<file path="src/rtl/tcam_request_scheduler.sv">
// Multi-channel round-robin front-end for a single TCAM core: one holding
// register per client, one operation in flight, watchdog-protected responses.
module tcam_request_scheduler #(
  parameter int CHANNELS  = 4,
  parameter int CH_BITS   = 2,
  parameter int KWID      = 10,
  parameter int IDWID     = 2,
  parameter int MASKWID   = 5,
  parameter int TO_CYCLES = 255,
  parameter int TO_BITS   = 8
) (
  input  logic                        CLK,
  input  logic                        RESET,
  input  logic [CHANNELS-1:0]         REQ_VALID,
  output logic [CHANNELS-1:0]         REQ_READY,
  input  logic [CHANNELS-1:0]         REQ_OP,
  input  logic [CHANNELS*KWID-1:0]    REQ_KEY,
  input  logic [CHANNELS*IDWID-1:0]   REQ_ID,
  input  logic [CHANNELS*IDWID-1:0]   REQ_PRIORITY,
  input  logic [CHANNELS*MASKWID-1:0] REQ_MASKID,
  output logic                        CORE_SEARCH,
  output logic                        CORE_SETTING,
  output logic [KWID-1:0]             CORE_KEY,
  output logic [IDWID-1:0]            CORE_SETTING_ID,
  output logic [MASKWID-1:0]          CORE_SETTING_MASKID,
  output logic [IDWID-1:0]            CORE_SETTING_PRIORITY,
  input  logic [IDWID-1:0]            CORE_RULEID,
  input  logic                        CORE_MISMATCH,
  input  logic                        CORE_SEARCH_COMPLETE,
  input  logic                        CORE_SETTING_COMPLETE,
  output logic                        RSP_VALID,
  output logic [CH_BITS-1:0]          RSP_CH,
  output logic                        RSP_OP,
  output logic [IDWID-1:0]            RSP_RULEID,
  output logic                        RSP_MISMATCH,
  output logic                        RSP_TIMEOUT,
  output logic                        BUSY
);

  typedef enum logic [1:0] {IDLE, ISSUE, WAIT, RESP} state_t;

  localparam logic [CH_BITS-1:0] CH_ONE  = CH_BITS'(1);
  localparam logic [CH_BITS-1:0] CH_LAST = CH_BITS'(CHANNELS - 1);
  localparam logic [TO_BITS-1:0] TO_ONE  = TO_BITS'(1);
  localparam logic [TO_BITS-1:0] TO_LAST = TO_BITS'(TO_CYCLES - 1);

  state_t               state;
  logic [CHANNELS-1:0]  held_valid;
  logic [CHANNELS-1:0]  held_op;
  logic [KWID-1:0]      held_key    [CHANNELS];
  logic [IDWID-1:0]     held_id     [CHANNELS];
  logic [IDWID-1:0]     held_pri    [CHANNELS];
  logic [MASKWID-1:0]   held_mask   [CHANNELS];
  logic [CH_BITS-1:0]   rr;
  logic [CH_BITS-1:0]   g;
  logic                 cur_op;
  logic [TO_BITS-1:0]   wd;
  logic [CH_BITS-1:0]   grant;
  logic [CH_BITS-1:0]   cand;
  logic                 grant_found;
  logic                 done;

  assign REQ_READY = ~held_valid;
  assign done      = cur_op ? CORE_SETTING_COMPLETE : CORE_SEARCH_COMPLETE;

  // Round-robin search from rr upward; scanning from the far end keeps the nearest hit.
  always_comb begin
    grant       = rr;
    grant_found = 1'b0;
    cand        = '0;
    for (int i = CHANNELS - 1; i >= 0; i--) begin
      cand = (int'(rr) + i >= CHANNELS) ? CH_BITS'(int'(rr) + i - CHANNELS)
                                        : CH_BITS'(int'(rr) + i);
      grant       = held_valid[cand] ? cand : grant;
      grant_found = grant_found | held_valid[cand];
    end
  end

  // Per-channel holding registers: capture on handshake, release after the response.
  always_ff @(posedge CLK) begin
    if (RESET) begin
      held_valid <= '0;
      held_op    <= '0;
      for (int c = 0; c < CHANNELS; c++) begin
        held_key[c]  <= '0;
        held_id[c]   <= '0;
        held_pri[c]  <= '0;
        held_mask[c] <= '0;
      end
    end else begin
      for (int c = 0; c < CHANNELS; c++) begin
        if (REQ_VALID[c] && !held_valid[c]) begin
          held_valid[c] <= 1'b1;
          held_op[c]    <= REQ_OP[c];
          held_key[c]   <= REQ_KEY[c*KWID +: KWID];
          held_id[c]    <= REQ_ID[c*IDWID +: IDWID];
          held_pri[c]   <= REQ_PRIORITY[c*IDWID +: IDWID];
          held_mask[c]  <= REQ_MASKID[c*MASKWID +: MASKWID];
        end
      end
      if (state == RESP) begin
        held_valid[g] <= 1'b0;
      end
    end
  end

  // Control FSM with registered core strobes, operands and response fields.
  always_ff @(posedge CLK) begin
    if (RESET) begin
      state                 <= IDLE;
      rr                    <= '0;
      g                     <= '0;
      cur_op                <= 1'b0;
      wd                    <= '0;
      CORE_SEARCH           <= 1'b0;
      CORE_SETTING          <= 1'b0;
      CORE_KEY              <= '0;
      CORE_SETTING_ID       <= '0;
      CORE_SETTING_MASKID   <= '0;
      CORE_SETTING_PRIORITY <= '0;
      RSP_VALID             <= 1'b0;
      RSP_CH                <= '0;
      RSP_OP                <= 1'b0;
      RSP_RULEID            <= '0;
      RSP_MISMATCH          <= 1'b0;
      RSP_TIMEOUT           <= 1'b0;
      BUSY                  <= 1'b0;
    end else begin
      case (state)
        IDLE: begin
          if (grant_found) begin
            g                     <= grant;
            cur_op                <= held_op[grant];
            CORE_SEARCH           <= ~held_op[grant];
            CORE_SETTING          <= held_op[grant];
            CORE_KEY              <= held_key[grant];
            CORE_SETTING_ID       <= held_id[grant];
            CORE_SETTING_MASKID   <= held_mask[grant];
            CORE_SETTING_PRIORITY <= held_pri[grant];
            BUSY                  <= 1'b1;
            state                 <= ISSUE;
          end
        end
        ISSUE: begin
          CORE_SEARCH  <= 1'b0;
          CORE_SETTING <= 1'b0;
          wd           <= '0;
          state        <= WAIT;
        end
        WAIT: begin
          // A completion in the final watchdog cycle still wins over the timeout.
          if (done) begin
            RSP_VALID    <= 1'b1;
            RSP_CH       <= g;
            RSP_OP       <= cur_op;
            RSP_RULEID   <= cur_op ? '0 : CORE_RULEID;
            RSP_MISMATCH <= CORE_MISMATCH;
            RSP_TIMEOUT  <= 1'b0;
            state        <= RESP;
          end else if (wd == TO_LAST) begin
            RSP_VALID    <= 1'b1;
            RSP_CH       <= g;
            RSP_OP       <= cur_op;
            RSP_RULEID   <= '0;
            RSP_MISMATCH <= 1'b1;
            RSP_TIMEOUT  <= 1'b1;
            state        <= RESP;
          end else begin
            wd <= wd + TO_ONE;
          end
        end
        RESP: begin
          RSP_VALID <= 1'b0;
          rr        <= (g == CH_LAST) ? '0 : g + CH_ONE;
          BUSY      <= 1'b0;
          state     <= IDLE;
        end
        default: begin
          state <= IDLE;
        end
      endcase
    end
  end

endmodule

</file>
<file path="config.mk">
export PLATFORM = sky130hd
export DESIGN_NAME = tcam_request_scheduler
export DESIGN_NICKNAME = d
export VERILOG_FILES = /design/src/rtl/tcam_request_scheduler.sv
export SDC_FILE = /design/constraint.sdc
export NUM_CORES = 1
export LEC_CHECK = 0
export CORE_MARGIN = 5
export CORE_UTILIZATION = 31
export CTS_CLUSTER_SIZE = 14
export DETAILED_ROUTE_END_ITERATION = 8
export PLACE_DENSITY = 0.55
export SYNTH_ARGS = -nofsm -noshare
export SYNTH_HDL_FRONTEND = slang
export SYNTH_SLANG_ARGS = --single-unit
</file>
<file path="constraint.sdc">
create_clock -name CLK -period 1.9 [get_ports CLK]
set_input_delay 0.19 -clock CLK [delete_from_list [all_inputs] [get_ports CLK]]
set_output_delay 0.19 -clock CLK [all_outputs]
set_load 0.005 [all_outputs]
</file>
== Word-level counts from Yosys, hierarchy flattened ==
Memories as Yosys holds them, arrays and structs flattened. A register that Yosys moved wholly into a read port is not among the register bits.
Cells that the tools add are included.

* Add/sub/neg operators: 9
* $lt $le $gt $ge: 11
* Eq/ne operators: 9
* Muxes and demuxes: 86
* Bitwise gates (word level): 23
* Reductions and logical operators: 22

{| class="wikitable"
|+ Operators by type and width
! kind !! number
|-
| $mux 2 || 25
|-
| $mux 10 || 4
|-
| $mux 1 || 38
|-
| $mux 5 || 4
|-
| $or 1x1->1 || 19
|-
| $lt 2x3->1 const B || 6
|-
| $mux 8 || 2
|-
| $pmux 8 s2 || 1
|-
| $reduce_and 2->1 || 6
|-
| $bmux 1 s2 || 5
|-
| $reduce_bool 2->1 || 5
|-
| $ge 3x3->1 const B || 3
|-
| $add 8x1->8 const B || 1
|-
| $eq 8x8->1 const B || 1
|-
| $not 4->4 || 2
|-
| $pmux 1 s2 || 4
|-
| $pmux 2 s4 || 1
|-
| $sub 2x1->2 const B || 4
|-
| $add 2x2->3 const B || 2
|-
| $eq 2x2->1 const B || 3
|-
| $ne 2x2->1 const B || 3
|-
| $logic_and 1x1->1 || 5
|-
| $and 4x4->4 || 1
|-
| $logic_not 1->1 || 4
|-
| other kinds (11) || 11
|}

* Bits in registers: 34
* Bits in writable memories: 76
* Bits of input ports: 91
* Logic and storage cells: 183
* Memories: 4

{| class="wikitable"
|+ Memories
! memory !! words !! bits a word !! read ports !! clocked after memory_dff !! wr ports !! RTL line !! RTL
|-
| held_key || 4 || 10 || 1 || 1 || 4 || 50 || <nowiki>logic [KWID-1:0] held_key [CHANNELS];</nowiki>
|-
| held_mask || 4 || 5 || 1 || 1 || 4 || 53 || <nowiki>logic [MASKWID-1:0] held_mask [CHANNELS];</nowiki>
|-
| held_id || 4 || 2 || 1 || 1 || 4 || 51 || <nowiki>logic [IDWID-1:0] held_id [CHANNELS];</nowiki>
|-
| held_pri || 4 || 2 || 1 || 1 || 4 || 52 || <nowiki>logic [IDWID-1:0] held_pri [CHANNELS];</nowiki>
|}

== Logic depth before layout (Yosys ltp) ==
Gate-level depths: netlist of the first run.

* Depth after elaboration: 14
* Mapped depth: 9
* Gate-level depth less buffers: 8

== Least setup slack after synthesis of the first run ==
No wires, ideal clock.

* Path type: reg2reg
* Start point: register state[0]
* End point: register wd[3]
* Arrival time: 1.890 ns
* Path slack: -0.061 ns
* Stages on the path, launching flop included: 9
* Path buffers: 2
* Clock period less this slack: 1.961 ns
* Cells stage by stage: dfxtp_1 -> inv_1 -> ha_1 -> clkbuf_1 -> inv_2 -> or2_1 -> buf_2 -> or4b_1 -> a21oi_1

* Cells in the longest elaborated chain, start to end: 3
* Elaborated cells on any way between the ends: 7
* Classes of those cells: 4 x eq/ne; 1 x mux; 2 x reduce/logical

{| class="wikitable"
|+ Ends and longest elaborated chain
! what !! RTL line !! RTL
|-
| start: declaration || 47 || <nowiki>state_t state;</nowiki>
|-
| start signal: assignment || 110 || <nowiki>state <= IDLE;</nowiki>
|-
| start signal: assignment || 141 || <nowiki>state <= ISSUE;</nowiki>
|-
| start signal: assignment || 148 || <nowiki>state <= WAIT;</nowiki>
|-
| $eq 2x2->1 / $eq 2x1->1 (equally long branches) || 129 || <nowiki>case (state)</nowiki>
|-
| $ne 2x2->1 (no line) / $reduce_bool 2->1 (equally long branches) || n/a ||
|-
| $reduce_and 3->1 (no line) || n/a ||
|-
| end signal: assignment || 169 || <nowiki>wd <= wd + TO_ONE;</nowiki>
|-
| end: declaration || 57 || <nowiki>logic [TO_BITS-1:0] wd;</nowiki>
|}

Several ways; a longest one is shown, not always the timed one.
A chain may end at the register's enable or synchronous reset.

== Worst setup path in the final report of the first run ==
* Start point: register rr[1]
* End point: register CORE_SEARCH

* Cells in the longest elaborated chain, start to end: 14
* Elaborated cells on any way between the ends: 37
* Classes of those cells: 7 x add/sub; 4 x order compare; 1 x eq/ne; 20 x mux; 4 x bitwise; 1 x reduce/logical

{| class="wikitable"
|+ Ends and longest elaborated chain
! what !! RTL line !! RTL
|-
| start: declaration || 54 || <nowiki>logic [CH_BITS-1:0] rr;</nowiki>
|-
| start signal: assignment || 174 || <nowiki>rr <= (g == CH_LAST) ? '0 : g + CH_ONE;</nowiki>
|-
| $add 2x2->3 || 72, 73 ||
|-
| $ge 3x3->1 / $sub 2x1->2 (equally long branches) || 72 || <nowiki>cand = (int'(rr) + i >= CHANNELS) ? CH_BITS'(int'(rr) + i - CHANNELS)</nowiki>
|-
| $mux 2 || 72 ||
|-
| $bmux 1 s2 || 74, 75 ||
|-
| $mux 1 (not written as such) || 74, 75 ||
|-
| $mux 2 (4 in a row) || 74 || <nowiki>grant = held_valid[cand] ? cand : grant;</nowiki>
|-
| $bmux 1 s2 || 134 || <nowiki>CORE_SEARCH <= ~held_op[grant];</nowiki>
|-
| $mux 1 (not written as such) || 134 ||
|-
| $not 1->1 || 134 ||
|-
| $mux 1 || 131 || <nowiki>if (grant_found) begin</nowiki>
|-
| $pmux 1 s2 || 129 ||
|-
| end signal: assignment || 134 ||
|-
| end: declaration || 21 || <nowiki>output logic CORE_SEARCH,</nowiki>
|}

Several ways; a longest one is shown, not always the timed one. The select of a mux whose other input is x is not followed.

==> reports/metrics.json, run 1 <==
{
  "synth.area.mux_share_pct": 8.60,
  "status": "complete, no violations",
  "chipHeight_um": 144,
  "drt-pass1-iter-count": 4,
  "slew_violations": 0,
  "period_needed_ns": 1.81,
  "slew-limit-headroom_pct": 51.0,
  "max_buffers_root_to_sink": 2,
  "yosysWarningCount": 0,
  "syn-instance-count": 470,
  "crit_path_category": "reg -> reg",
  "worst-endpoint-required_ns": 2.20,
  "timing.fmax_mhz": 552,
  "yosysSeqAreaShare_pct": 60.5,
  "area_grow_syn2layout_pct": 45.9,
  "pre_cts_slack_ns": -0.236,
  "leakage_power_nw": 3.04,
  "power_density_relative_to_cell_area_nw_per_um2": 1040,
  "finalSetupViolations": 0,
  "initial_standard_cell_utilization_of_the_core_pct": 31.7,
  "wl_per_cell_um": 17.8,
  "cpMaxStageDelayCell": "sky130_fd_sc_hd__dfxtp_4",
  "post-route-period-util_pct": 95.4,
  "critical_path_peak_fanout": 5,
  "numPortBuffers": 124,
  "ctsRootBufferMaster": "sky130_fd_sc_hd__clkbuf_16",
  "power.ir.vdd_worst_mv": 0.641,
  "largest_family_of_logic_cells_by_synthesized_area": "simple AND/OR/NAND/NOR gates",
  "synth-simple-area-share_pct": 16.5,
  "finalClockSkew_ns": 0.0137,
  "max-cap-violations": 0,
  "async_reset_ff_share_pct": 0,
  "most_common_cell_after_layout_fill_and_taps_aside": "sky130_fd_sc_hd__clkdlybuf4s50_1",
  "worst_margin_pin_slew_ns": 0.734,
  "detailed_place.area_sq_um": 7240,
  "final_core_util_pct": 46.3,
  "synth.net_count": 572,
  "rsz_0062_raised_after_global_routing": "false",
  "critical_path_cell_by_cell": "nor3_2 > a31o_1 > o31ai_4 > buf_6 > buf_4 > mux2i_1 > mux2_4 > a32o_1",
  "final_layout_size_suffix_gt1_share_pct": 15.4,
  "vias_per_cell": 4.73,
  "worst_setup_path_end_kind": "register",
  "mappedNetlistArea_sq_um": 5530,
  "first_pass_grt_wire_length_um": 22600,
  "synth_adder_area_share_pct": 2.49,
  "hold_path_class": "in -> reg",
  "cp-start-kind": "register",
  "synth-edff-count": 76,
  "yosys.cell_types.count": 43,
  "fill_cells": 1601,
  "antenna_violations_before_repair": 0,
  "synth-seq-cells": 129,
  "initialDrtViolationCount": 164,
  "cts.clk_slew.worst_paths_ns": 0.05,
  "maximum_number_of_pins_on_one_net_before_global_route_repair": 21,
  "synth-main-ff-cell": "sky130_fd_sc_hd__edfxtp_1",
  "dr_total_vias": 4075,
  "nets": 727,
  "globalplace.congestion": 0.806,
  "synth_area_in_xor_xnor_pct": 0.634,
  "timing.final.hold_violations": 0,
  "worst_skew_late_latency_ns": 0.42,
  "most-common-layout-cells": "124 x sky130_fd_sc_hd__clkdlybuf4s50_1, 77 x sky130_fd_sc_hd__and2_1, 76 x sky130_fd_sc_hd__edfxtp_1",
  "cts_tree": "built",
  "timing.critical_path.slowest_cell_delay_ns": 0.35,
  "grt_usage_pct": 14.8,
  "whs_ns": 0.343,
  "fin_setup_tns_ns": 0,
  "avgSynthCellArea_sq_um": 11.8,
  "grt_pass1_vias": 4232,
  "numCtsBuffers": 17,
  "post_detailed_route_count_of_antenna_violating_nets": 0,
  "clock-sinks": 129,
  "drt_wl_total_um": 15300,
  "fin_area_sq_um": 8070,
  "postLayoutSetupSlackWorst_ns": 0.0875,
  "timing.critical_path.arrival_ns": 2.11,
  "fp.coreArea_sq_um": 17400,
  "globalRouteOverflowTotal": 0,
  "placement_rows": 48,
  "compound_gate_portion_of_the_synthesized_area_pct": 8.01,
  "antenna_diode_count": 0,
  "ctsHtreeMaxLevel": 4,
  "design.die.area_sq_um": 20600,
  "die_w_um": 144,
  "io_pins": 125,
  "number_of_design_rule_violations_left_after_detail_routing": 0,
  "detailedPlacementHpwl_um": 10800
}
-- layout make-up --
class	instances	area [sq um]	area share, %
Clock buffer	20	447	5.54
Clock inverter	11	68.8	0.853
Inverter	17	63.8	0.791
Multi-Input combinational cell	300	2130	26.5
Sequential cell	129	3360	41.6
Tap cell	225	282	3.49
Timing Repair Buffer	160	1720	21.3
-- logic make-up after synthesis --
| logic type | after synthesis |
|---|---|
| xor gates and xnor gates | 4 |
| buffers and inverters | 41 |
| AOI/OAI and AO/OA | 60 |
| DFF | 129 |
| and+or+nand+nor | 178 |
| adders and majority gates | 11 |
| muxes | 47 |
-- flip-flops by register name, summed over array words and instances (netlist names), 5 cells and up --
| name | count |
|---|---|
| held_id | 8 |
| held_pri | 8 |
| held_key | 40 |
| CORE_KEY | 10 |
| CORE_SETTING_MASKID | 5 |
| held_mask | 20 |
| wd | 8 |
-- worst paths after layout --
check	cells after the start	slack [ns]	from	end
max reg2reg	8	0.09	rr[1]$_SDFFE_PP0P_	CORE_SEARCH$_SDFFE_PP0P_
max	8	0.09	rr[1]$_SDFFE_PP0P_	CORE_SEARCH$_SDFFE_PP0P_
min reg2reg	2	0.46	CORE_SETTING_ID[1]$_SDFFE_PP0P_	CORE_SETTING_ID[1]$_SDFFE_PP0P_
min	3	0.34	REQ_OP[0]	held_op[0]$_SDFFE_PP0P_
-- timing repair --
item / 4_1_cts / 5_1_grt
endpoints found under the setup margin: 22 / 83
pin swaps: 1 / 3
hold buffers: 0 / 0
buffers inserted: 3 / 2
resized for setup: 6 / 31
gates cloned: 1 / 4
-- stage by stage --
stage          power [W]  instances
2_1_floorplan    0.00441        470
3_3_place_gp     0.00531        821
3_5_place_dp     0.00534        821
4_1_cts          0.00828        856
5_1_grt          0.00880        862
6_report         0.00839        862
-- cell usage after synthesis (5+ instances only) --
cell type / count / area share (%)
sky130_fd_sc_hd__and2_1: 77 / 8.7
sky130_fd_sc_hd__edfxtp_1: 76 / 41
sky130_fd_sc_hd__dfxtp_1: 53 / 19
sky130_fd_sc_hd__mux2i_1: 45 / 8.1
sky130_fd_sc_hd__nand2_1: 42 / 2.9
sky130_fd_sc_hd__nor2_1: 34 / 2.3
sky130_fd_sc_hd__o221ai_1: 19 / 3.0
sky130_fd_sc_hd__a21oi_1: 14 / 1.3
sky130_fd_sc_hd__inv_1: 14 / 0.95
sky130_fd_sc_hd__ha_1: 11 / 2.5
sky130_fd_sc_hd__clkbuf_1: 10 / 0.68
sky130_fd_sc_hd__buf_2: 8 / 0.72
sky130_fd_sc_hd__nand3_1: 8 / 0.72
sky130_fd_sc_hd__a211oi_1: 6 / 0.81
sky130_fd_sc_hd__o21ai_0: 6 / 0.54
sky130_fd_sc_hd__nor3_1: 5 / 0.45
-- worst max-delay path, delay by kind of cell, from the launching register on --
family	cells	cell delay (ns)
compound gates	3	0.45
buf+inv	2	0.28
flops	1	0.35
mux	2	0.43
simple gates	1	0.18
-- metal layers --
layer	vias to the layer above	wire, um	GRT usage, %
met3	21	1470	6.02
met2	147	7570	24.0
met1	1926	6050	17.7
met4	0	256	5.45
li1	1981	-	-
met5	-	0	0
-- report_power, final --
group	leakage [nW]	total, W	internal (W)	switching, W
clock network	0.249	0.00285	0.00168	0.00117
logic	1.53	0.00205	0.00109	0.000960
registers	1.26	0.00349	0.00330	0.000192
total	3.04	0.00839	0.00606	0.00232
(Power assumes the default switching activity.)
==> run 2: changes to the inputs <==
- clock period: 1.9 -> 1.6 ns (I/O delays scaled with it)
==> run 2 against run 1 <==
The flow now finishes with violations (setup timing); maximum frequency is 3.4% lower; clock skew down 0.0062 ns; sequential cell count is the same; register-to-register slack lost 0.36 ns; wire length grew 5.4%; clock power increased by 47%; critical endpoint unchanged; critical path type unchanged; power increased by 37%.
==> reports/metrics.json, run 2 (synthesis gave the netlist of run 1 again) <==
{
  "cpMaxStageDelayCell": {"value": "sky130_fd_sc_hd__dfxtp_2", "change": "was sky130_fd_sc_hd__dfxtp_4"},
  "cp-start-kind": {"value": "register", "change": "unchanged"},
  "critical_path_peak_fanout": {"value": 3, "change": "was 5"},
  "hold_path_class": {"value": "in -> reg", "change": "unchanged"},
  "fin_area": {"value": 8850, "unit": "sq um", "change": "was 8070 sq um"},
  "dr_total_vias": {"value": 4218, "change": "was 4075"},
  "post_detailed_route_count_of_antenna_violating_nets": {"value": 0, "change": "unchanged"},
  "first_pass_grt_wire_length": {"value": 24000, "unit": "um", "change": "was 22600 um"},
  "grt_usage": {"value": 15.6, "unit": "%", "change": "was 14.8%"},
  "timing.final.hold_violations": {"value": 0, "change": "unchanged"},
  "area_grow_syn2layout": {"value": 60.2, "unit": "%", "change": "was 45.9%"},
  "slew_violations": {"value": 0, "change": "unchanged"},
  "power.ir.vdd_worst": {"value": 0.892, "unit": "mV", "change": "was 0.641 mV"},
  "clock-sinks": {"value": 129, "change": "unchanged"},
  "drt_wl_total": {"value": 16200, "unit": "um", "change": "was 15300 um"},
  "worst_margin_pin_slew": {"value": 0.705, "unit": "ns", "change": "was 0.734 ns"},
  "final_core_util": {"value": 50.8, "unit": "%", "change": "was 46.3%"},
  "numCtsBuffers": {"value": 17, "change": "unchanged"},
  "max-cap-violations": {"value": 0, "change": "unchanged"},
  "vias_per_cell": {"value": 4.72, "change": "was 4.73"},
  "worst_setup_path_end_kind": {"value": "register", "change": "unchanged"},
  "fp.coreArea": {"value": 17400, "unit": "sq um", "change": "unchanged"},
  "wl_per_cell": {"value": 18.1, "unit": "um", "change": "was 17.8 um"},
  "whs": {"value": 0.309, "unit": "ns", "change": "was 0.343 ns"},
  "numPortBuffers": {"value": 124, "change": "unchanged"},
  "post-route-period-util": {"value": 117, "unit": "%", "change": "was 95.4%"},
  "timing.critical_path.mode_cell": "sky130_fd_sc_hd__buf_6",
  "detailed_place.area": {"value": 7490, "unit": "sq um", "change": "was 7240 sq um"},
  "chipHeight": {"value": 144, "unit": "um", "change": "unchanged"},
  "max_buffers_root_to_sink": {"value": 2, "change": "unchanged"},
  "endpoint": {"value": "CORE_SEARCH$_SDFFE_PP0P_", "change": "unchanged"},
  "crit_path_category": {"value": "reg -> reg", "change": "unchanged"},
  "timing.fmax": {"value": 533, "unit": "MHz", "change": "was 552 MHz"},
  "initial_standard_cell_utilization_of_the_core": {"value": 31.7, "unit": "%", "change": "unchanged"},
  "largest-register": {"value": "held_key", "change": "unchanged"},
  "postLayoutSetupSlackWorst": {"value": -0.276, "unit": "ns", "change": "was 0.0875 ns"},
  "cts_tree": {"value": "built", "change": "unchanged"},
  "finalSetupViolations": {"value": 24, "change": "was 0"},
  "placement_rows": {"value": 48, "change": "unchanged"},
  "report.power.total": {"value": 0.0115, "unit": "W", "change": "was 0.00839 W"},
  "worst-endpoint-required": {"value": 1.91, "unit": "ns", "change": "was 2.20 ns"},
  "initialDrtViolationCount": {"value": 186, "change": "was 164"},
  "ff_to_ff_start": {"value": "held_valid[2]$_SDFF_PP0_", "change": "was rr[1]$_SDFFE_PP0P_"},
  "globalplace.congestion": {"value": 0.770, "change": "was 0.806"},
  "ctsHtreeMaxLevel": {"value": 4, "change": "unchanged"},
  "rsz_0062_raised_after_global_routing": {"value": "true", "change": "was false"},
  "grt_pass1_vias": {"value": 4554, "change": "was 4232"},
  "ctsRootBufferMaster": {"value": "sky130_fd_sc_hd__clkbuf_16", "change": "unchanged"},
  "multiInputGateArea": {"value": 2540, "unit": "sq um", "change": "was 2130 sq um"},
  "die_w": {"value": 144, "unit": "um", "change": "unchanged"},
  "io_pins": {"value": 125, "change": "unchanged"},
  "total_area_of_sequential_cells": {"value": 3360, "unit": "sq um", "change": "about the same"},
  "slew-limit-headroom": {"value": 53.0, "unit": "%", "change": "was 51.0%"},
  "timing.critical_path.arrival": {"value": 2.18, "unit": "ns", "change": "was 2.11 ns"},
  "most-common-layout-cells": {"value": "121 x sky130_fd_sc_hd__clkdlybuf4s50_1, 77 x sky130_fd_sc_hd__and2_1, 76 x sky130_fd_sc_hd__edfxtp_1", "change": "was 124 x sky130_fd_sc_hd__clkdlybuf4s50_1, 77 x sky130_fd_sc_hd__and2_1, 76 x sky130_fd_sc_hd__edfxtp_1"},
  "detailedPlacementHpwl": {"value": 11300, "unit": "um", "change": "was 10800 um"},
  "antenna_diode_count": {"value": 0, "change": "unchanged"},
  "power_density_relative_to_cell_area": {"value": 1300, "unit": "nW/um^2", "change": "was 1040 nW/um^2"},
  "status": {"value": "finished with violations", "change": "was complete, no violations"},
  "antenna_violations_before_repair": {"value": 2, "change": "was 0"},
  "final_layout_size_suffix_gt1_share": {"value": 27.4, "unit": "%", "change": "was 15.4%"},
  "most_common_cell_after_layout_fill_and_taps_aside": {"value": "sky130_fd_sc_hd__clkdlybuf4s50_1", "change": "unchanged"},
  "cts.clk_slew.worst_paths": {"value": 0.06, "unit": "ns", "change": "was 0.05 ns"},
  "design.die.area": {"value": 20600, "unit": "sq um", "change": "unchanged"},
  "globalRouteOverflowTotal": {"value": 0, "change": "unchanged"},
  "period_needed": {"value": 1.88, "unit": "ns", "change": "was 1.81 ns"},
  "crit-reg2reg-capture": {"value": "CORE_SEARCH$_SDFFE_PP0P_", "change": "unchanged"},
  "biggestRegsByFlops": {"value": "held_key x40, held_mask x20, CORE_KEY x10", "change": "unchanged"},
  "fill_cells": {"value": 1560, "change": "was 1601"},
  "timing.reg2reg.worst_path_depth": {"value": 9, "change": "was 8"},
  "maximum_number_of_pins_on_one_net_before_global_route_repair": {"value": 21, "change": "unchanged"},
  "largest_register_ffs": {"value": 40, "change": "unchanged"},
  "finalClockSkew": {"value": 0.00748, "unit": "ns", "change": "was 0.0137 ns"},
  "drt-pass1-iter-count": {"value": 6, "change": "was 4"},
  "failed_checks": "setup timing",
  "worst_skew_late_latency": {"value": 0.41, "unit": "ns", "change": "was 0.42 ns"},
  "critical_path_cell_by_cell": {"value": "buf_6 > nor2b_4 > o21ai_2 > o31ai_4 > buf_6 > buf_6 > mux2i_2 > mux2_4 > a32o_1", "change": "was nor3_2 > a31o_1 > o31ai_4 > buf_6 > buf_4 > mux2i_1 > mux2_4 > a32o_1"},
  "nets": {"value": 758, "change": "was 727"},
  "rrSetupSlack": {"value": -0.28, "unit": "ns", "change": "was 0.09 ns"},
  "worstSetupStartpoint": {"value": "held_valid[2]$_SDFF_PP0_", "change": "was rr[1]$_SDFFE_PP0P_"},
  "cts_hold_buf": {"value": 0, "change": "unchanged"},
  "leakage_power": {"value": 3.31, "unit": "nW", "change": "was 3.04 nW"},
  "number_of_design_rule_violations_left_after_detail_routing": {"value": 0, "change": "unchanged"},
  "timing.critical_path.slowest_cell_delay": {"value": 0.33, "unit": "ns", "change": "was 0.35 ns"}
}
[run 2: changes by cell type in the layout (fill, tap and decap cells not counted), moves of 5 or more]
cell / before / now
sky130_fd_sc_hd__buf_4: 20 / 42
sky130_fd_sc_hd__mux2i_4: 5 / 20
sky130_fd_sc_hd__buf_6: 2 / 12
sky130_fd_sc_hd__mux2i_2: 6 / 11
sky130_fd_sc_hd__bufinv_16: 0 / 5
sky130_fd_sc_hd__o221ai_1: 18 / 12
sky130_fd_sc_hd__mux2i_1: 35 / 15
sky130_fd_sc_hd__o221ai_2: 1 / 7
[run 2: how the worst min path moves through the flow]
stage | startpoint | endpoint | slack (ns) | cells past startpoint
2_1_floorplan | REQ_OP[0] | held_op[0]$_SDFFE_PP0P_ | 0.27 | 2
4_1_cts | REQ_OP[3] | held_op[3]$_SDFFE_PP0P_ | 0.29 | 3
3_3_place_gp | CORE_SETTING_ID[0]$_SDFFE_PP0P_ | CORE_SETTING_ID[0]$_SDFFE_PP0P_ | 0.44 | 2
6_report | REQ_OP[3] | held_op[3]$_SDFFE_PP0P_ | 0.31 | 3
5_1_grt | CORE_RULEID[0] | RSP_RULEID[0]$_SDFFE_PP0P_ | 0.34 | 3
3_5_place_dp | CORE_SETTING_ID[0]$_SDFFE_PP0P_ | CORE_SETTING_ID[0]$_SDFFE_PP0P_ | 0.45 | 2
[run 2: per-stage QoR]
step	instances	worst slack (ns)	setup TNS, ns
2_1_floorplan	470	-0.138	-1.48
3_3_place_gp	849	-0.467	-55.65
3_5_place_dp	849	-0.495	-58.36
4_1_cts	888	-0.283	-5.14
5_1_grt	894	-0.331	-6.51
6_report	894	-0.276	-4.74
[run 2: worst max-delay path: cells and delay by family, from the launching register on]
kind | cells | cell delay [ns]
DFF | 1 | 0.33
AOI/OAI and AO/OA | 3 | 0.47
buffers and inverters | 3 | 0.38
muxes | 2 | 0.47
and+or+nand+nor | 1 | 0.11
[run 2: power breakdown]
part	total, W	switching, W	internal (W)
registers	0.00418	0.000256	0.00392
logic	0.00312	0.00141	0.00171
clock network	0.00420	0.00145	0.00276
[run 2: repair_timing]
action                                  CTS  global route
gates resized for setup                  71            47
gates cloned                              1             3
buffers inserted                          6             4
pin swaps                                11            10
endpoints found under the setup margin  111            56
[run 2: routing by layer]
metal / up-vias / part of all wire, % / track usage (%) / wire length (um)
met5: - / 0.15 / 0 / 25
met4: 4 / 2.1 / 5.85 / 338
met3: 28 / 7.3 / 5.46 / 1180
met2: 130 / 49 / 26.2 / 8000
met1: 2005 / 41 / 18.4 / 6630
li1: 2051 / - / - / -
[run 2: final cells by class]
type	instances	share of cell area [%]
flip-flops and latches	129	37.9
multi-input cells	300	28.7
inverters	17	0.721
clock buffers	18	4.85
clock inverters	14	2.40
repair buffers	191	22.2
well taps	225	3.18
==> run 3: changes to the inputs <==
- GPL_TIMING_DRIVEN: not set -> 0
- SLEW_MARGIN: not set -> 10
==> run 3 against run 2 <==
The flow still finishes with violations (setup timing); first-iteration DRC count up 5.4%; register-to-register slack better by 0.04 ns; final cell count down 0.22%; clock skew about the same; power down 4.1%; combinational power up 3%; wire length up 1.5%; maximum frequency up 2.3%; clock power down 15%; sequential share of layout area up 0.25 points; design area down 0.33%; count of clock-buffer cells in the layout unchanged; largest cell class unchanged.
==> reports/metrics.json, run 3 (synthesis gave the netlist of run 1 again) <==
{
  "crit_path_category": {"value": "reg -> reg", "change": "unchanged"},
  "largest-register": {"value": "held_key", "change": "unchanged"},
  "first_pass_grt_wire_length": {"value": 24300, "unit": "um", "change": "was 24000 um"},
  "numCtsBuffers": {"value": 17, "change": "unchanged"},
  "dr_total_vias": {"value": 4246, "change": "was 4218"},
  "biggestRegsByFlops": {"value": "held_key x40, held_mask x20, CORE_KEY x10", "change": "unchanged"},
  "placement_rows": {"value": 48, "change": "unchanged"},
  "period_needed": {"value": 1.83, "unit": "ns", "change": "was 1.88 ns"},
  "most-common-layout-cells": {"value": "122 x sky130_fd_sc_hd__clkdlybuf4s50_1, 77 x sky130_fd_sc_hd__and2_1, 76 x sky130_fd_sc_hd__edfxtp_1", "change": "was 121 x sky130_fd_sc_hd__clkdlybuf4s50_1, 77 x sky130_fd_sc_hd__and2_1, 76 x sky130_fd_sc_hd__edfxtp_1"},
  "worst_setup_path_end_kind": {"value": "register", "change": "unchanged"},
  "most_common_cell_after_layout_fill_and_taps_aside": {"value": "sky130_fd_sc_hd__clkdlybuf4s50_1", "change": "unchanged"},
  "hold_path_class": {"value": "in -> reg", "change": "unchanged"},
  "layoutNonFillerInstCount": {"value": 892, "change": "was 894"},
  "cts_hold_buf": {"value": 0, "change": "unchanged"},
  "whs": {"value": 0.339, "unit": "ns", "change": "was 0.309 ns"},
  "worst_skew_late_latency": {"value": 0.42, "unit": "ns", "change": "was 0.41 ns"},
  "leakage_power": {"value": 3.23, "unit": "nW", "change": "was 3.31 nW"},
  "io_pins": {"value": 125, "change": "unchanged"},
  "initial_standard_cell_utilization_of_the_core": {"value": 31.7, "unit": "%", "change": "unchanged"},
  "fp.coreArea": {"value": 17400, "unit": "sq um", "change": "unchanged"},
  "finalSetupViolations": {"value": 24, "change": "unchanged"},
  "failed_checks": {"value": "setup timing", "change": "unchanged"},
  "initialDrtViolationCount": {"value": 196, "change": "was 186"},
  "timing.fmax": {"value": 545, "unit": "MHz", "change": "was 533 MHz"},
  "power_density_relative_to_cell_area": {"value": 1250, "unit": "nW/um^2", "change": "was 1300 nW/um^2"},
  "grt_usage": {"value": 16.0, "unit": "%", "change": "was 15.6%"},
  "post-route-period-util": {"value": 115, "unit": "%", "change": "was 117%"},
  "antenna_violations_before_repair": {"value": 0, "change": "was 2"},
  "number_of_design_rule_violations_left_after_detail_routing": {"value": 0, "change": "unchanged"},
  "die_w": {"value": 144, "unit": "um", "change": "unchanged"},
  "ctsHtreeMaxLevel": {"value": 4, "change": "unchanged"},
  "slew-limit-headroom": {"value": 54.6, "unit": "%", "change": "was 53.0%"},
  "max_buffers_root_to_sink": {"value": 2, "change": "unchanged"},
  "numPortBuffers": {"value": 124, "change": "unchanged"},
  "final_layout_size_suffix_gt1_share": {"value": 27.1, "unit": "%", "change": "was 27.4%"},
  "cts.clk_slew.worst_paths": {"value": 0.06, "unit": "ns", "change": "about the same"},
  "cp-start-kind": {"value": "register", "change": "unchanged"},
  "largest_register_ffs": {"value": 40, "change": "unchanged"},
  "drt_wl_total": {"value": 16400, "unit": "um", "change": "was 16200 um"},
  "ctsRootBufferMaster": {"value": "sky130_fd_sc_hd__clkbuf_16", "change": "unchanged"},
  "timing.final.hold_violations": {"value": 0, "change": "unchanged"},
  "fin_area": {"value": 8830, "unit": "sq um", "change": "was 8850 sq um"},
  "slew_violations": {"value": 0, "change": "unchanged"},
  "post_detailed_route_count_of_antenna_violating_nets": {"value": 0, "change": "unchanged"},
  "globalRouteOverflowTotal": {"value": 0, "change": "unchanged"},
  "detailedPlacementHpwl": {"value": 11300, "unit": "um", "change": "about the same"},
  "maximum_number_of_pins_on_one_net_before_global_route_repair": {"value": 21, "change": "unchanged"},
  "globalplace.congestion": {"value": 0.829, "change": "was 0.770"},
  "nets": {"value": 756, "change": "was 758"},
  "antenna_diode_count": {"value": 0, "change": "unchanged"},
  "chipHeight": {"value": 144, "unit": "um", "change": "unchanged"},
  "max-cap-violations": {"value": 0, "change": "unchanged"},
  "status": {"value": "finished with violations", "change": "unchanged"},
  "power.ir.vdd_worst": {"value": 0.902, "unit": "mV", "change": "was 0.892 mV"},
  "critical_path_peak_fanout": {"value": 6, "change": "was 3"},
  "drt-pass1-iter-count": {"value": 4, "change": "was 6"},
  "worst-endpoint-required": {"value": 1.89, "unit": "ns", "change": "was 1.91 ns"},
  "detailed_place.area": {"value": 7100, "unit": "sq um", "change": "was 7490 sq um"},
  "postLayoutSetupSlackWorst": {"value": -0.234, "unit": "ns", "change": "was -0.276 ns"},
  "finalClockSkew": {"value": 0.00728, "unit": "ns", "change": "was 0.00748 ns"},
  "report.power.total": {"value": 0.0110, "unit": "W", "change": "was 0.0115 W"},
  "area_grow_syn2layout": {"value": 59.7, "unit": "%", "change": "was 60.2%"},
  "wl_per_cell": {"value": 18.4, "unit": "um", "change": "was 18.1 um"},
  "fin_setup_tns": {"value": -3.92, "unit": "ns", "change": "was -4.74 ns"},
  "worst_margin_pin_slew": {"value": 0.682, "unit": "ns", "change": "was 0.705 ns"},
  "design.die.area": {"value": 20600, "unit": "sq um", "change": "unchanged"},
  "clock-sinks": {"value": 129, "change": "unchanged"},
  "placed_cells_incl_taps": {"value": 819, "change": "was 849"},
  "cts_tree": {"value": "built", "change": "unchanged"},
  "grt_pass1_vias": {"value": 4468, "change": "was 4554"},
  "timing.critical_path.arrival": {"value": 2.13, "unit": "ns", "change": "was 2.18 ns"},
  "vias_per_cell": {"value": 4.76, "change": "was 4.72"},
  "rsz_0062_raised_after_global_routing": {"value": "true", "change": "unchanged"}
}
## run 3: cell count changes in the layout (fill, tap and decap cells not counted), moves of 5 or more
cell	delta
sky130_fd_sc_hd__buf_4	-12
sky130_fd_sc_hd__mux2i_2	-8
sky130_fd_sc_hd__mux2i_4	+6
sky130_fd_sc_hd__clkbuf_1	+5
sky130_fd_sc_hd__clkinvlp_4	+5
sky130_fd_sc_hd__nand2_1	-5
## run 3: worst max-delay path, cell delays in order, from the launching register on
cell                       delay [ns]
sky130_fd_sc_hd__dfxtp_4         0.38
sky130_fd_sc_hd__inv_2           0.06
sky130_fd_sc_hd__a31o_1          0.20
sky130_fd_sc_hd__o31ai_4         0.22
sky130_fd_sc_hd__buf_6           0.15
sky130_fd_sc_hd__buf_12          0.12
sky130_fd_sc_hd__buf_12          0.11
sky130_fd_sc_hd__buf_16          0.11
sky130_fd_sc_hd__mux2i_2         0.21
sky130_fd_sc_hd__o221ai_1        0.14
## run 3: path summary, 6_finish.rpt
kind | startpoint | slack (ns) | depth (start not counted) | endpoint
worst min-delay path | CORE_RULEID[1] | 0.34 | 3 | RSP_RULEID[1]$_SDFFE_PP0P_
worst max register to register | held_valid[3]$_SDFF_PP0_ | -0.23 | 9 | CORE_KEY[5]$_SDFFE_PP0P_
worst min register to register | RSP_RULEID[1]$_SDFFE_PP0P_ | 0.46 | 2 | RSP_RULEID[1]$_SDFFE_PP0P_
worst max-delay path | held_valid[3]$_SDFF_PP0_ | -0.23 | 9 | CORE_KEY[5]$_SDFFE_PP0P_
## run 3: final cells by class
| class | instances | area (sq um) |
|---|---|---|
| Fill cell | 1521 | 8590 |
| Sequential cell | 129 | 3370 |
| Clock inverter | 14 | 118 |
| Timing Repair Buffer | 169 | 1730 |
| Inverter | 17 | 72.6 |
| Buffer | 20 | 181 |
| Tap cell | 225 | 282 |
| Multi-Input combinational cell | 300 | 2640 |
| Clock buffer | 18 | 429 |
## run 3: per-stage QoR
step	utilization (%)	setup slack, ns
after floorplan	-	-0.138
after global placement	40.8	-0.673
after detailed placement	40.8	-0.699
after CTS	48.6	-0.345
after global routing	50.7	-0.306
final	50.7	-0.234
## run 3: layer usage
layer / up-vias / part of all wire [%] / global-route usage (%)
met5: - / 0 / 0
met4: 0 / 1.1 / 4.01
met3: 17 / 5.9 / 5.16
met2: 115 / 50 / 27.3
met1: 2071 / 43 / 19.7
li1: 2043 / - / -
## run 3: what timing repair did
action | in CTS | in global routing
resized for setup | 101 | 69
setup buffers | 27 | 15
pin swaps | 12 | 13
setup endpoints to repair | 154 | 157
cloned | 3 | 0
## run 3: where the power goes
| group | internal (W) | total, W | switching, W |
|---|---|---|---|
| Clock | 0.00212 | 0.00359 | 0.00148 |
| Sequential | 0.00393 | 0.00421 | 0.000281 |
| Combinational | 0.00178 | 0.00322 | 0.00144 |
